==> config.mk <==
export PLATFORM = sky130hd
export DESIGN_NAME = bitcount_fu
export DESIGN_NICKNAME = d
export VERILOG_FILES = /design/src/rtl/bitcount_fu.sv
export SDC_FILE = /design/constraint.sdc
export NUM_CORES = 1
export LEC_CHECK = 0
export ABC_CLOCK_PERIOD_IN_PS = 7300
export CAP_MARGIN = 20
export CELL_PAD_IN_SITES_DETAIL_PLACEMENT = 0
export CELL_PAD_IN_SITES_GLOBAL_PLACEMENT = 1
export CORE_ASPECT_RATIO = 1.5
export CORE_MARGIN = 2
export CORE_UTILIZATION = 25
export CTS_CLUSTER_SIZE = 24
export DETAILED_ROUTE_END_ITERATION = 16
export HOLD_SLACK_MARGIN = 0.06
export PLACE_DENSITY_LB_ADDON = 0.1
export SLEW_MARGIN = 0
export SYNTH_ARGS = -nofsm -noshare
export SYNTH_HDL_FRONTEND = slang
export SYNTH_SLANG_ARGS = --single-unit
export TNS_END_PERCENT = 20
==> constraint.sdc <==
create_clock -name clk_i -period 7.3 [get_ports clk_i]
set_clock_uncertainty 0.2 [all_clocks]
set_input_delay 1.46 -clock clk_i [delete_from_list [all_inputs] [get_ports clk_i]]
set_output_delay 1.46 -clock clk_i [all_outputs]
set_load 0.01 [all_outputs]
==> src/rtl/bitcount_fu.sv <==
// Multi-cycle CPOP/CLZ/CTZ functional unit on the issue/writeback protocol.
// One operation in flight; CHUNK bits of the operand are reduced per cycle.
module bitcount_fu #(
    parameter int unsigned XLEN          = 64,
    parameter int unsigned CHUNK         = 8,
    parameter int unsigned TRANS_ID_BITS = 3
) (
    input  logic                     clk_i,
    input  logic                     rst_i,
    input  logic                     flush_i,
    input  logic                     valid_i,
    output logic                     ready_o,
    input  logic [1:0]               op_i,
    input  logic [XLEN-1:0]          operand_i,
    input  logic [TRANS_ID_BITS-1:0] trans_id_i,
    output logic [XLEN-1:0]          result_o,
    output logic [TRANS_ID_BITS-1:0] trans_id_o,
    output logic                     valid_o,
    output logic                     ex_valid_o
);

    localparam int unsigned N  = XLEN / CHUNK;
    localparam int unsigned NW = (N > 1) ? $clog2(N) : 1;
    localparam int unsigned CW = $clog2(XLEN) + 1;
    localparam int unsigned KW = $clog2(CHUNK) + 1;

    localparam logic [1:0] OP_CPOP = 2'b00;
    localparam logic [1:0] OP_CLZ  = 2'b01;
    localparam logic [1:0] OP_RSV  = 2'b11;

    typedef enum logic [1:0] {IDLE, BUSY, DONE} state_t;

    state_t                   state;
    logic [XLEN-1:0]          shreg;
    logic [CW-1:0]            acc;
    logic                     found;
    logic [NW-1:0]            cnt;
    logic [1:0]               op_q;
    logic [TRANS_ID_BITS-1:0] tid_q;
    logic                     ex_q;

    logic [XLEN-1:0]  rev;
    logic [CHUNK-1:0] chunk;
    logic [KW-1:0]    pop;
    logic [KW-1:0]    tz;
    logic [CW-1:0]    acc_next;

    // CLZ is computed as CTZ of the bit-reversed operand
    always_comb begin
        for (int i = 0; i < XLEN; i++) begin
            rev[i] = operand_i[XLEN-1-i];
        end
    end

    // Per-chunk popcount and trailing-zero count, folded into the accumulator
    always_comb begin
        chunk = shreg[CHUNK-1:0];
        pop   = '0;
        tz    = KW'(CHUNK);
        for (int i = 0; i < CHUNK; i++) begin
            pop = pop + KW'(chunk[i]);
        end
        for (int i = CHUNK - 1; i >= 0; i--) begin
            if (chunk[i]) tz = KW'(i);
        end
        if (op_q == OP_CPOP)  acc_next = acc + CW'(pop);
        else if (!found)      acc_next = acc + CW'(tz);
        else                  acc_next = acc;
    end

    assign ready_o    = (state == IDLE) && !rst_i;
    assign valid_o    = (state == DONE) && !flush_i;
    assign ex_valid_o = (state == DONE) && ex_q;

    always_ff @(posedge clk_i) begin
        if (rst_i) begin
            state      <= IDLE;
            shreg      <= '0;
            acc        <= '0;
            found      <= 1'b0;
            cnt        <= '0;
            op_q       <= '0;
            tid_q      <= '0;
            ex_q       <= 1'b0;
            result_o   <= '0;
            trans_id_o <= '0;
        end else begin
            case (state)
                IDLE: begin
                    if (valid_i && !flush_i) begin
                        op_q  <= op_i;
                        tid_q <= trans_id_i;
                        shreg <= (op_i == OP_CLZ) ? rev : operand_i;
                        acc   <= '0;
                        found <= 1'b0;
                        cnt   <= '0;
                        if (op_i == OP_RSV) begin
                            ex_q       <= 1'b1;
                            result_o   <= '0;
                            trans_id_o <= trans_id_i;
                            state      <= DONE;
                        end else begin
                            ex_q  <= 1'b0;
                            state <= BUSY;
                        end
                    end
                end
                BUSY: begin
                    if (flush_i) begin
                        state <= IDLE;
                    end else begin
                        shreg <= shreg >> CHUNK;
                        acc   <= acc_next;
                        found <= found | (|chunk);
                        cnt   <= cnt + NW'(1);
                        // Last chunk: publish the final count with the writeback
                        if (cnt == NW'(N - 1)) begin
                            result_o   <= XLEN'(acc_next);
                            trans_id_o <= tid_q;
                            state      <= DONE;
                        end
                    end
                end
                DONE:    state <= IDLE;
                default: state <= IDLE;
            endcase
        end
    end

endmodule

* After elaboration in Yosys (flattened, before gate mapping)
Index checks and enable logic that the tools add are counted.
** Cells by class
- Reductions and logical operators :: 14
- Mux-type cells :: 39
- Bitwise logic cells :: 1
- Equality and inequality tests :: 10
- Add/subtract/negate cells :: 10
** Operator list (number)
- $mux W64 :: 7
- $pmux W64 S2 :: 2
- $mux W4 :: 8
- $mux W7 :: 4
- $mux W3 :: 6
- $add A4 B1 Y4 :: 4
- $add A7 B4 Y7 :: 2
- $pmux W7 S2 :: 1
- $pmux W3 S2 :: 2
- $mux W2 :: 4
- $reduce_or A8 Y1 :: 1
- $reduce_and A5 Y1 :: 1
- $add A3 B1 Y4 :: 1
- $eq A2 B1 Y1 const B :: 2
- $eq A2 B2 Y1 const B :: 2
- $logic_and A1 B1 Y1 :: 4
- $logic_not A2 Y1 :: 2
- $ne A2 B1 Y1 const B :: 2
- $ne A2 B2 Y1 const B :: 2
- $pmux W2 S2 :: 1
- $reduce_and A2 Y1 :: 2
- $add A2 B1 Y3 :: 1
- $add A3 B1 Y3 const B :: 1
- $eq A3 B3 Y1 const B :: 1
- 8 further kinds :: 11
** Storage, ports and cells
- Output and inout bits :: 70
- Word-level logic and storage cells :: 84
- Register bits after elaboration :: 150

* Depth between registers and ports, before layout
- Word-level depth :: 14
- Mapped depth :: 12

* Least setup slack after synthesis
No wires, ideal clock.
- Kind :: in2out
- From :: input port rst_i
- To :: output port ready_o
- Stages :: 3
- Data arrival time :: 2059 ps
- Setup slack :: 3581 ps
- Buffers on the path :: 2
- Cell sequence :: clkbuf_1 clkbuf_1 nor3_1
** Between the ends
- Word-level cells in the longest chain between the ends :: 2
** Ends and longest elaborated chain
- start: declaration :: RTL line 9 : input logic rst_i,
- $logic_not A1 Y1 :: RTL line 71 : assign ready_o = (state == IDLE) && !rst_i;
- $logic_and A1 B1 Y1 :: RTL line 71
- end: declaration :: RTL line 12 : output logic ready_o,
No other way between the ends.

* Final worst setup path
- From :: input port flush_i
- To :: output port valid_o
** Between the ends
- Word-level cells in the longest chain between the ends :: 2
** Ends and longest elaborated chain
- start: declaration :: RTL line 10 : input logic flush_i,
- $logic_not A1 Y1 :: RTL line 72 : assign valid_o = (state == DONE) && !flush_i;
- $logic_and A1 B1 Y1 :: RTL line 72
- end: declaration :: RTL line 18 : output logic valid_o,
No other way between the ends.

==> run_results.csv <==
group,metric,value,unit
pwr,leakage,2.61,nW
hold_path,min_path_type,"reg -> reg",
clocking,cts_setup_buffers,0,
setup_path,required,5.64,ns
pwr,power.density,183,nW/um2
clocking,cts_hold_buf,0,
route,num_vias,5250,
status,status,"finished, final reports clean",
clocking,cts_resized,0,
yosys,synth-seq-cells,93,
global_route,grt_max_degree,105,
yosys,synth_ff_type,"dfxtp_1",
sta,grt_setup_unrepaired,"false",
route,post_drt_via_cell_ratio,4.74,
clocking,cts_buffer_depth,2,
global_route,grt_pass1_vias,4941,
setup_path,crit-reg2reg-launch,"shreg[0]",
cells_and_area,fin_nets,918,
global_route,grt_usage,14.5,%
yosys,ys_seq_area_share,33.0,%
clocking,insertion_delay,0.35,ns
floorplan,initial_core_util,25.3,%
setup_path,arrival,2.74,ns
route,first_pass_iters,4,
cells_and_area,final_cells,1107,
placement,hpwlAfterDp,12400,um
route,drc,0,
floorplan,num_rows,67,
yosys,ys_warn_count,0,
placement,gp_congestion,0.786,
global_route,grt_pass1_wl,27000,um
sta,max_freq,228,MHz
cells_and_area,syn_to_final_growth,18.5,%
sta,fin_crit_sh,60.2,%
global_route,grt_overflow,0,
setup_path,endpoint_kind,"output pin",
floorplan,dieArea,23800,um2
clocking,cts_tree,"done",
sta,setup_violations,0,
yosys,synth_edf_count,0,
sta,slew_headroom,29.8,%
setup_path,cp_max_fo,3,
yosys,ys_types,51,
placement,dp_slack,2.92,ns
clocking,h-tree-depth,3,
route,drt.antenna.violating_nets,0,
pwr,ir_drop,0.102,mV
yosys,avgSynthCellArea,7.20,um2
setup_path,ff2ff_path_depth,12,
setup_path,cp-startpoint,"flush_i",
clocking,cts.clk_slew.worst_paths,0.07,ns
setup_path,critPathCapture,"valid_o",
clocking,cts_inserted_buffers,9,
yosys,async_reset_ff_share,0,%
yosys,syn-cell-area,5650,um2
route,wirelength,17500,um
cells_and_area,antennaDiodeCount,0,
sta,finalHoldViolations,0,
sta,min_period,4.40,ns
setup_path,reg2reg_slack,3.40,ns
floorplan,die_w,127,um
job,drv_cap,0,
floorplan,ioPinCount,143,
sta,setup_slack,2.90,ns
placement,dp.cells,1091,
cells_and_area,drive_gt1_share,4.09,%
yosys,syn_inst,784,
sta,tightest_slew,1.05,ns
global_route,grt_antenna_before_repair,0,
clocking,clock-sinks,93,
setup_path,regToRegEndpoint,"result_o[6]",
placement,portBuffers,85,
sta,hold_slack,0.253,ns
route,wire_per_inst,15.8,um
setup_path,cp-start-kind,"primary input",
route,drtIter0Drc,340,
sta,slew_violations,0,
setup_path,crit_type,"in -> out",
sta,fin_setup_tns,0,ns
floorplan,die_h,188,um
floorplan,coreArea,22300,um2
clocking,cts-root-buf,"clkbuf_16",
## final cells by class
cell class,count,area (um2)
clock buffers,12,236
clock inverters,4,25.0
fillers,2466,15600
inverters,13,48.8
multi-input cells,616,3270
flip-flops and latches,93,1860
well taps,276,345
repair buffers,93,906
## per-layer routing
metal	global-route usage (%)	routed length (um)
met1	18.4	7750
met3	2.17	595
met5	0	0
met4	4.65	219
met2	25.3	8930
## cell usage after synthesis (2+ instances only)
master	number	area [um2]
inv_1	13	48.8
ha_1	13	163
buf_4	59	443
fa_1	6	120
nor3_1	7	35.0
nor2_2	2	12.5
nand3b_1	7	52.6
nand2_1	217	815
o21ai_0	8	40.0
o211ai_1	59	443
a311oi_1	3	26.3
buf_1	3	11.3
a21o_1	4	30.0
dfxtp_1	93	1860
nor4_1	2	12.5
o22a_1	2	17.5
a21oi_1	91	455
and3b_1	2	17.5
nand2b_1	4	25.0
a31oi_1	3	18.8
and2_1	3	18.8
nor3b_1	3	22.5
a211oi_1	7	52.6
nand3_1	60	300
xnor2_1	3	26.3
nor2_1	24	90.1
nor2b_1	6	37.5
clkbuf_1	34	128
buf_2	22	110
or4_1	3	22.5
## through the flow
step | cell area (um2) | total power [mW] | utilization [%]
detailed placement | 6430 | 0.806 | 28.8
global placement | 6430 | 0.801 | 28.8
finish | 6690 | 1.23 | 30.0
floorplan | 5860 | 0.730 | -
CTS | 6690 | 1.24 | 30.0
global route | 6690 | 1.29 | 30.0
## sequential cells by signal, summed over array words and instances (netlist names)
name	count
op_q	2
trans_id_o	3
shreg	64
acc	7
result_o	7
tid_q	3
cnt	3
ex_q	1
found	1
state	2
## placed cells by master (no fill, tap or decap), types with 7 or more instances in the layout
cell type / netlist / final
nand3b_1: 7 / 7
dfxtp_1: 93 / 93
clkdlybuf4s50_1: 0 / 84
nor2_1: 24 / 24
nand3_1: 60 / 60
a21oi_1: 91 / 91
o21ai_0: 8 / 8
buf_4: 59 / 8
conb_1: 1 / 57
nor3_1: 7 / 7
nand2_1: 217 / 217
clkbuf_16: 0 / 9
a211oi_1: 7 / 7
inv_1: 13 / 13
ha_1: 13 / 13
o211ai_1: 59 / 59
## report_power, final
part           leakage (nW)  internal (mW)  switching, mW
clock                 0.123          0.230          0.205
combinational          1.73         0.0968          0.146
sequential            0.757          0.532         0.0177
## logic make-up after synthesis
kind of cell    synth area share [%]
fa+ha+maj                       5.01
buf+inv                         13.1
other cells                   0.0664
xor+xnor                       0.466
compound gates                  21.3
flops                           33.0
mux                            0.177
simple gates                    26.9
## worst max-delay path, cell delays in order
cell,delay (ns)
clkdlybuf4s50_1,0.48
nor3b_1,0.22
clkdlybuf4s50_1,0.57
## worst min-delay path by stage
stage	cells after the start	to	startpoint
finish	2	cnt[1]	cnt[1]
global route	2	shreg[30]	shreg[30]
CTS	2	shreg[32]	shreg[32]
detailed placement	2	tid_q[0]	tid_q[0]
global placement	2	shreg[35]	shreg[35]
floorplan	2	cnt[1]	cnt[1]
Note: power is estimated with default switching activity, not from simulation.
